**config.mk**
```make
export PLATFORM = sky130hd
export DESIGN_NAME = alu_cmd_issuer_flat
export DESIGN_NICKNAME = d
export VERILOG_FILES = /design/src/rtl/alu_pkg.sv /design/src/rtl/alu_cmd_issuer_if.sv /design/src/rtl/alu_cmd_fifo.sv /design/src/rtl/alu_cmd_issuer.sv /design/src/flat_wrapper.sv
export SDC_FILE = /design/constraint.sdc
export NUM_CORES = 1
export LEC_CHECK = 0
export ABC_AREA = 1
export BUFFER_PORTS_ARGS = -buffer_cell sky130_fd_sc_hd__buf_2
export CELL_PAD_IN_SITES_DETAIL_PLACEMENT = 1
export CELL_PAD_IN_SITES_GLOBAL_PLACEMENT = 1
export CORE_UTILIZATION = 40
export CTS_BUF_LIST = sky130_fd_sc_hd__clkbuf_16
export DETAILED_ROUTE_END_ITERATION = 7
export MAX_ROUTING_LAYER = met4
export PLACE_DENSITY_LB_ADDON = 0.1
export SETUP_SLACK_MARGIN = 0.1
export SLEW_MARGIN = 20
export SYNTH_ARGS = -nofsm -noshare
export SYNTH_HDL_FRONTEND = slang
export SYNTH_SLANG_ARGS = --single-unit
```
**constraint.sdc**
```tcl
create_clock -name clk -period 1.7 [get_ports clk]
set_input_delay 0.085 -clock clk [delete_from_list [all_inputs] [get_ports clk]]
set_output_delay 0.085 -clock clk [all_outputs]
set_load 0.05 [all_outputs]
```
**src/rtl/alu_pkg.sv**
```systemverilog
// Shared definitions for the ALU command issuer.
//   - Opcode constants understood by the 4-bit ALU.
//   - Opcode/operand/result widths and the packed command layout.
//   - Issuer FSM state encoding.
// Optional build macro ALU_ERRCHK_EN (used by the issuer) rejects opcode 0xF
// and divide-by-zero before they reach the ALU.
package alu_pkg;

  localparam int unsigned OPW = 4;
  localparam int unsigned DW  = 4;
  localparam int unsigned RW  = 8;
  // Packed command width: {opt, a, b}
  localparam int unsigned CW  = OPW + 2 * DW;

  localparam logic [OPW-1:0] OP_ADD  = 4'h0;
  localparam logic [OPW-1:0] OP_SUB  = 4'h1;
  localparam logic [OPW-1:0] OP_MUL  = 4'h2;
  localparam logic [OPW-1:0] OP_DIV  = 4'h3;
  localparam logic [OPW-1:0] OP_SHL  = 4'h4;
  localparam logic [OPW-1:0] OP_SHR  = 4'h5;
  localparam logic [OPW-1:0] OP_ROL  = 4'h6;
  localparam logic [OPW-1:0] OP_ROR  = 4'h7;
  localparam logic [OPW-1:0] OP_AND  = 4'h8;
  localparam logic [OPW-1:0] OP_OR   = 4'h9;
  localparam logic [OPW-1:0] OP_XOR  = 4'hA;
  localparam logic [OPW-1:0] OP_NOR  = 4'hB;
  localparam logic [OPW-1:0] OP_NAND = 4'hC;
  localparam logic [OPW-1:0] OP_XNOR = 4'hD;
  localparam logic [OPW-1:0] OP_NOT  = 4'hE;
  // Unassigned opcode; treated as illegal when error checking is built in.
  localparam logic [OPW-1:0] OP_RSVD = 4'hF;

  typedef struct packed {
    logic [OPW-1:0] opt;
    logic [DW-1:0]  a;
    logic [DW-1:0]  b;
  } cmd_t;

  typedef enum logic [1:0] {
    StIdle = 2'd0,
    StWait = 2'd1,
    StHold = 2'd2
  } issuer_state_e;

endpackage

```
**src/rtl/alu_cmd_issuer_if.sv**
```systemverilog
// Handshake bundle for the ALU command issuer.
//   Upstream command channel : in_valid/in_ready, in_opt, in_a, in_b
//   ALU side                 : alu_opt, alu_a, alu_b (to ALU), alu_res (from ALU)
//   Downstream result channel: out_valid/out_ready, out_data, out_opt
//   Status                   : busy, plus err when built with ALU_ERRCHK_EN
// Modport master is the issuer's view; slave is the surrounding system's view.
interface alu_cmd_issuer_if;
  import alu_pkg::*;

  logic           in_valid;
  logic           in_ready;
  logic [OPW-1:0] in_opt;
  logic [DW-1:0]  in_a;
  logic [DW-1:0]  in_b;
  logic [OPW-1:0] alu_opt;
  logic [DW-1:0]  alu_a;
  logic [DW-1:0]  alu_b;
  logic [RW-1:0]  alu_res;
  logic           out_valid;
  logic           out_ready;
  logic [RW-1:0]  out_data;
  logic [OPW-1:0] out_opt;
  logic           busy;
`ifdef ALU_ERRCHK_EN
  logic           err;

  modport master (
    input  in_valid, in_opt, in_a, in_b, alu_res, out_ready,
    output in_ready, alu_opt, alu_a, alu_b, out_valid, out_data, out_opt, busy, err
  );

  modport slave (
    output in_valid, in_opt, in_a, in_b, alu_res, out_ready,
    input  in_ready, alu_opt, alu_a, alu_b, out_valid, out_data, out_opt, busy, err
  );
`else
  modport master (
    input  in_valid, in_opt, in_a, in_b, alu_res, out_ready,
    output in_ready, alu_opt, alu_a, alu_b, out_valid, out_data, out_opt, busy
  );

  modport slave (
    output in_valid, in_opt, in_a, in_b, alu_res, out_ready,
    input  in_ready, alu_opt, alu_a, alu_b, out_valid, out_data, out_opt, busy
  );
`endif

endinterface

```
**src/rtl/alu_cmd_fifo.sv**
```systemverilog
// Synchronous command FIFO for the ALU command issuer.
//   clk, reset    : rising-edge clock, asynchronous active-low reset
//   push, wdata   : write request and data (ignored while full)
//   pop, rdata    : read request (ignored while empty); rdata shows the head
//   count         : number of stored entries, log2(Depth)+1 bits
//   full, empty   : derived from the registered count
// Depth must be a power of two so the pointers wrap naturally.
module alu_cmd_fifo #(
  parameter int unsigned Depth = 4,
  parameter int unsigned Width = 12
) (
  input  logic                     clk,
  input  logic                     reset,
  input  logic                     push,
  input  logic                     pop,
  input  logic [Width-1:0]         wdata,
  output logic [Width-1:0]         rdata,
  output logic [$clog2(Depth):0]   count,
  output logic                     full,
  output logic                     empty
);

  localparam int unsigned PtrW = $clog2(Depth);
  localparam int unsigned CntW = PtrW + 1;

  logic [Width-1:0] mem_q [Depth];
  logic [PtrW-1:0]  wr_ptr_q, rd_ptr_q;
  logic [CntW-1:0]  count_q, count_d;
  logic             push_ok, pop_ok;

  // A full FIFO refuses a push even if the same cycle pops.
  assign push_ok = push & ~full;
  assign pop_ok  = pop & ~empty;

  always_comb begin
    count_d = count_q;
    unique case ({push_ok, pop_ok})
      2'b10:   count_d = count_q + CntW'(1);
      2'b01:   count_d = count_q - CntW'(1);
      default: count_d = count_q;
    endcase
  end

  always_ff @(posedge clk or negedge reset) begin
    if (!reset) begin
      wr_ptr_q <= '0;
      rd_ptr_q <= '0;
      count_q  <= '0;
    end else begin
      count_q <= count_d;
      if (push_ok) begin
        wr_ptr_q <= wr_ptr_q + PtrW'(1);
      end
      if (pop_ok) begin
        rd_ptr_q <= rd_ptr_q + PtrW'(1);
      end
    end
  end

  // Storage needs no reset: entries are only read once count says they are valid.
  always_ff @(posedge clk) begin
    if (push_ok) begin
      mem_q[wr_ptr_q] <= wdata;
    end
  end

  assign rdata = mem_q[rd_ptr_q];
  assign count = count_q;
  assign full  = (count_q == CntW'(Depth));
  assign empty = (count_q == '0);

endmodule

```
**src/rtl/alu_cmd_issuer.sv**
```systemverilog
// ALU command issuer: buffers (opcode, A, B) commands, issues them one at a
// time to the ALU, waits the ALU latency, captures the result and offers it
// downstream with a valid/ready handshake.
//   clk, reset : rising-edge clock, asynchronous active-low reset
//   bus        : alu_cmd_issuer_if.master (command in, ALU drive, result out, busy)
// Parameters : FIFO_DEPTH (power of two, >= 2), ALU_LAT (>= 1)
// Build macro: ALU_ERRCHK_EN adds bus.err and completes opcode 0xF and
//              divide-by-zero locally with a zero result instead of issuing them.
module alu_cmd_issuer
  import alu_pkg::*;
#(
  parameter int unsigned FIFO_DEPTH = 4,
  parameter int unsigned ALU_LAT    = 1
) (
  input  logic             clk,
  input  logic             reset,
  alu_cmd_issuer_if.master bus
);

  localparam int unsigned CntW     = $clog2(ALU_LAT + 1);
  localparam int unsigned FifoCntW = $clog2(FIFO_DEPTH) + 1;

  issuer_state_e         state_q, state_d;
  logic [CntW-1:0]       cnt_q, cnt_d;
  cmd_t                  alu_cmd_q, alu_cmd_d;
  logic                  out_valid_q, out_valid_d;
  logic [RW-1:0]         out_data_q, out_data_d;
  logic [OPW-1:0]        out_opt_q, out_opt_d;
  logic                  rdy_q;

  logic                  push, pop;
  logic                  fifo_full, fifo_empty;
  logic [FifoCntW-1:0]   fifo_count;
  logic [CW-1:0]         head_raw;
  cmd_t                  head;
  logic                  reject;

`ifdef ALU_ERRCHK_EN
  logic                  err_q, err_d;
  assign reject = (head.opt == OP_RSVD) || ((head.opt == OP_DIV) && (head.b == '0));
`else
  assign reject = 1'b0;
`endif

  // in_ready stays low while in reset and goes high on the first edge after release.
  always_ff @(posedge clk or negedge reset) begin
    if (!reset) begin
      rdy_q <= 1'b0;
    end else begin
      rdy_q <= 1'b1;
    end
  end

  assign bus.in_ready = rdy_q & ~fifo_full;
  assign push         = bus.in_valid & bus.in_ready;

  alu_cmd_fifo #(
    .Depth (FIFO_DEPTH),
    .Width (CW)
  ) u_fifo (
    .clk   (clk),
    .reset (reset),
    .push  (push),
    .pop   (pop),
    .wdata ({bus.in_opt, bus.in_a, bus.in_b}),
    .rdata (head_raw),
    .count (fifo_count),
    .full  (fifo_full),
    .empty (fifo_empty)
  );

  assign head = cmd_t'(head_raw);

  always_comb begin
    state_d     = state_q;
    cnt_d       = cnt_q;
    alu_cmd_d   = alu_cmd_q;
    out_valid_d = out_valid_q;
    out_data_d  = out_data_q;
    out_opt_d   = out_opt_q;
    pop         = 1'b0;
`ifdef ALU_ERRCHK_EN
    err_d       = err_q;
`endif
    unique case (state_q)
      StIdle: begin
        if (!fifo_empty) begin
          pop = 1'b1;
          if (reject) begin
            // Illegal commands never reach the ALU; ALU inputs keep their old value.
            out_valid_d = 1'b1;
            out_data_d  = '0;
            out_opt_d   = head.opt;
`ifdef ALU_ERRCHK_EN
            err_d       = 1'b1;
`endif
            state_d     = StHold;
          end else begin
            alu_cmd_d = head;
            cnt_d     = CntW'(ALU_LAT);
            state_d   = StWait;
          end
        end
      end
      StWait: begin
        cnt_d = cnt_q - CntW'(1);
        // The edge that takes the counter to zero is the one that sees a valid result.
        if (cnt_d == '0) begin
          out_valid_d = 1'b1;
          out_data_d  = bus.alu_res;
          out_opt_d   = alu_cmd_q.opt;
          state_d     = StHold;
        end
      end
      StHold: begin
        if (bus.out_ready) begin
          out_valid_d = 1'b0;
`ifdef ALU_ERRCHK_EN
          err_d       = 1'b0;
`endif
          state_d     = StIdle;
        end
      end
      default: begin
        state_d = StIdle;
      end
    endcase
  end

  always_ff @(posedge clk or negedge reset) begin
    if (!reset) begin
      state_q     <= StIdle;
      cnt_q       <= '0;
      alu_cmd_q   <= '0;
      out_valid_q <= 1'b0;
      out_data_q  <= '0;
      out_opt_q   <= '0;
`ifdef ALU_ERRCHK_EN
      err_q       <= 1'b0;
`endif
    end else begin
      state_q     <= state_d;
      cnt_q       <= cnt_d;
      alu_cmd_q   <= alu_cmd_d;
      out_valid_q <= out_valid_d;
      out_data_q  <= out_data_d;
      out_opt_q   <= out_opt_d;
`ifdef ALU_ERRCHK_EN
      err_q       <= err_d;
`endif
    end
  end

  assign bus.alu_opt   = alu_cmd_q.opt;
  assign bus.alu_a     = alu_cmd_q.a;
  assign bus.alu_b     = alu_cmd_q.b;
  assign bus.out_valid = out_valid_q;
  assign bus.out_data  = out_data_q;
  assign bus.out_opt   = out_opt_q;
  assign bus.busy      = (state_q != StIdle) || (fifo_count != '0);
`ifdef ALU_ERRCHK_EN
  assign bus.err       = err_q;
`endif

endmodule

```
**src/flat_wrapper.sv**
```systemverilog
// flat-port wrapper written by rule: the top's interface ports become plain ports
module alu_cmd_issuer_flat import alu_pkg::*;
#(
  parameter int unsigned FIFO_DEPTH = 4,
  parameter int unsigned ALU_LAT    = 1
)
  (clk, reset, bus_in_valid, bus_in_opt, bus_in_a, bus_in_b, bus_alu_res, bus_out_ready, bus_in_ready, bus_alu_opt, bus_alu_a, bus_alu_b, bus_out_valid, bus_out_data, bus_out_opt, bus_busy);
  alu_cmd_issuer_if bus_i ();
  input  logic clk;
  input  logic reset;
  input wire logic [$bits(bus_i.in_valid)-1:0] bus_in_valid;
  input wire logic [$bits(bus_i.in_opt)-1:0] bus_in_opt;
  input wire logic [$bits(bus_i.in_a)-1:0] bus_in_a;
  input wire logic [$bits(bus_i.in_b)-1:0] bus_in_b;
  input wire logic [$bits(bus_i.alu_res)-1:0] bus_alu_res;
  input wire logic [$bits(bus_i.out_ready)-1:0] bus_out_ready;
  output wire logic [$bits(bus_i.in_ready)-1:0] bus_in_ready;
  output wire logic [$bits(bus_i.alu_opt)-1:0] bus_alu_opt;
  output wire logic [$bits(bus_i.alu_a)-1:0] bus_alu_a;
  output wire logic [$bits(bus_i.alu_b)-1:0] bus_alu_b;
  output wire logic [$bits(bus_i.out_valid)-1:0] bus_out_valid;
  output wire logic [$bits(bus_i.out_data)-1:0] bus_out_data;
  output wire logic [$bits(bus_i.out_opt)-1:0] bus_out_opt;
  output wire logic [$bits(bus_i.busy)-1:0] bus_busy;
  assign bus_i.in_valid = bus_in_valid;
  assign bus_i.in_opt = bus_in_opt;
  assign bus_i.in_a = bus_in_a;
  assign bus_i.in_b = bus_in_b;
  assign bus_i.alu_res = bus_alu_res;
  assign bus_i.out_ready = bus_out_ready;
  assign bus_in_ready = bus_i.in_ready;
  assign bus_alu_opt = bus_i.alu_opt;
  assign bus_alu_a = bus_i.alu_a;
  assign bus_alu_b = bus_i.alu_b;
  assign bus_out_valid = bus_i.out_valid;
  assign bus_out_data = bus_i.out_data;
  assign bus_out_opt = bus_i.out_opt;
  assign bus_busy = bus_i.busy;
  alu_cmd_issuer #(.FIFO_DEPTH(FIFO_DEPTH), .ALU_LAT(ALU_LAT)) u_core (.clk(clk), .reset(reset), .bus(bus_i));
endmodule
```
==> impl_metrics.ini <==
[die]
dieArea_sq_um = 9420
io_pins = 51
core-area_sq_um = 8720
start_util_pct = 41.4
die_x_microns = 97.0
std_cell_rows = 34
die_h_microns = 97.0

[final_layout]
synthToLayoutAreaGrowth_pct = 28.3
fin_area_sq_um = 4640
drive_gt1_share_pct = 21.7
final_nets = 481
antenna_cells = 0
final_cell_mix = nand2_1 (121), inv_1 (71), buf_2 (50), edfxtp_1 (48), dfrtp_1 (36)
layout_commonest_cell = nand2_1
fillers = 979

[place]
place_congestion = 0.756
portBuffers = 50
placed_area_sq_um = 4070
hpwl_microns = 5060

[sta]
rsz0062_at_grt = true
hold_viol = 0
period_minus_slack_ns = 1.66
setup_viol = 0
timing.hold.ws_ns = 0.0762
skew_ns = 0.00843
clock.fmax_mhz = 602
finalMaxSlewViolations = 0
finalCritPeriodShare_pct = 97.8
setup_tns_ns = 0

[setup_path]
crit_chain = nor2_4 > nand2_2 > nand3_4 > ha_4 > inv_2 > fa_2 > inv_2 > nand2_2 > nand3_2 > xor2_1
crit_fanout = 4
arrival_ns = 1.92
critPathCaptureType = register
crit_required_ns = 1.95
critical_path.max_stage_delay_ns = 0.41
path_buf_inv = 2
crit_cells = 10
r2r_end = u_core.u_fifo.count[2]$_DFFE_PN0P_
crit_family = adder cells
r2r_setup_slack_ns = 0.04
r2r_start = u_core.u_fifo.count[1]$_DFFE_PN0P_
start_kind = register
rr_worst_depth = 10
crit_slowest_cell = dfrtp_1
path_class = register to register

[yosys]
ys_types = 28
synth_seq_cells = 84
yosysSeqAreaShare_pct = 64.8
ys_top_cells_by_area = edfxtp_1 (40%), dfrtp_1 (25%), nand2_1 (13%)
syn-cell-area_sq_um = 3610
async_flop_share_pct = 42.9
synth_top_area_share_pct = 39.9
synth_fp_nets = 393
synth_flop_cell = edfxtp_1
yosysTopAreaCell = edfxtp_1
synth_cells = 363
synth_edf_count = 48
ys_warn_count = 0
syn_area_per_cell_sq_um = 9.95

[clocking]
worstSkewPairLatency_ns = 0.34
clkTransAtPathRegs_ns = 0.06
cts.sinks = 84
cts_tree = built
cts.path.max_buffers = 2
cts_buffers = 9
cts-root-buf = clkbuf_16
h-tree-depth = 3

[run_status]
status = completed

[global_routing]
grt-ovfl-total = 0
grt_max_degree = 33
antenna_found_initial = 0
grt_pass1_wl_microns = 12900
grt_pass1_vias = 2692
grt_usage_pct = 18.5

[routing]
avgViaCountPerCell = 4.56
first_pass_iters = 4
wl_per_cell_microns = 13.8
num_vias = 2574
ant_nets = 0
drc = 0
drtIter0Drc = 57
wl_microns = 7800

[run]
cap_violations = 0

[hold_path]
hold_depth = 3
worstHoldPathType = input pin to register
min_to = u_core.u_fifo.wr_ptr_q[1]$_DFFE_PN0P_
min-delay-start = bus_in_valid

[pwr]
max-vdd-ir-drop_mv = 0.749
power.density_nw_per_um2 = 1930
p_leak_nw = 2.28
-- state kept, by name (all words and copies together) (netlist names) --
register	cells
u_core.bus.out_opt	4
u_core.u_fifo.mem_q	48
u_core.rdy_q	1
u_core.bus.out_data	8
u_core.u_fifo.rd_ptr_q	2
u_core.u_fifo.wr_ptr_q	2
u_core.state_q	2
u_core.bus.alu_a	4
u_core.u_fifo.count	3
u_core.cnt_q	1
u_core.bus.alu_opt	4
u_core.bus.alu_b	4
u_core.bus.out_valid	1
-- worst min-delay path: cells and delay by family --
kind | cells | cell delay, ns
simple gates | 2 | 0.15
buf+inv | 1 | 0.13
-- cell families after synthesis --
logic type / Yosys count / synth area share [%]
buffers and inverters: 88 / 10.5
AND/OR/NAND/NOR: 164 / 18.9
XOR/XNOR: 4 / 0.970
adder cells (fa/ha/maj): 6 / 2.29
flip-flops: 84 / 64.8
other: 1 / 0.104
AO/OA/AOI/OAI: 16 / 2.35
-- per-stage QoR --
step	utilization (%)	total power, mW	worst slack (ns)	std cells
6_report	53.2	8.94	0.0380	564
5_1_grt	53.2	9.55	-0.0815	564
3_5_place_dp	46.7	6.91	-0.0570	523
4_1_cts	52.9	9.00	0.0311	563
2_1_floorplan	-	5.94	-0.0377	363
3_3_place_gp	46.7	6.81	0.0363	523
-- synth_stat cells, types with 2 or more instances --
master,n
dfrtp_1,36
o21ai_0,2
o21ai_1,12
buf_4,3
nand2_1,123
nor2_1,5
nand4_1,2
buf_6,4
nand3_1,28
buf_2,4
xnor2_1,2
ha_1,5
xor2_1,2
inv_1,74
edfxtp_1,48
-- worst max path at each step --
stage                                          to  slack [ns]                          startpoint
6_report       u_core.u_fifo.count[2]$_DFFE_PN0P_        0.04  u_core.u_fifo.count[1]$_DFFE_PN0P_
5_1_grt        u_core.u_fifo.count[2]$_DFFE_PN0P_       -0.08  u_core.u_fifo.count[1]$_DFFE_PN0P_
4_1_cts        u_core.u_fifo.count[2]$_DFFE_PN0P_        0.03  u_core.u_fifo.count[0]$_DFFE_PN0P_
3_5_place_dp   u_core.u_fifo.count[2]$_DFFE_PN0P_       -0.06  u_core.u_fifo.count[1]$_DFFE_PN0P_
3_3_place_gp   u_core.u_fifo.count[2]$_DFFE_PN0P_        0.04  u_core.u_fifo.count[1]$_DFFE_PN0P_
2_1_floorplan  u_core.u_fifo.count[2]$_DFFE_PN0P_       -0.04       u_core.state_q[0]$_DFFE_PN0P_
-- power breakdown --
part	total (mW)	internal (mW)	switching, mW
Sequential	3.02	2.71	0.314
Clock	1.94	1.14	0.796
Combinational	3.98	1.21	2.76
-- repair_timing --
action,in CTS,in global routing
hold buffers,22,0
setup endpoints to repair,2,2
resized for setup,2,5
pin swaps,5,3
setup buffers,2,1
hold endpoints to repair,93,0
-- layer usage --
layer	vias to the layer above	GRT usage [%]	wire [microns]
met5	-	-	0
met4	0	7.23	107
met3	9	3.25	189
met2	35	30.3	3860
met1	1241	22.8	3650
li1	1289	-	-
-- final cells by class --
class                           instances  area, sq um  share of cell area (%)
Sequential cell                        84         2340                    50.5
Multi-Input combinational cell        191          932                    20.1
Timing Repair Buffer                   89          636                    13.7
Inverter                               76          290                    6.26
Clock buffer                            9          225                    4.86
Tap cell                              108          135                    2.91
Clock inverter                          7         75.1                    1.62
Note: power is estimated with default switching activity, not from simulation.
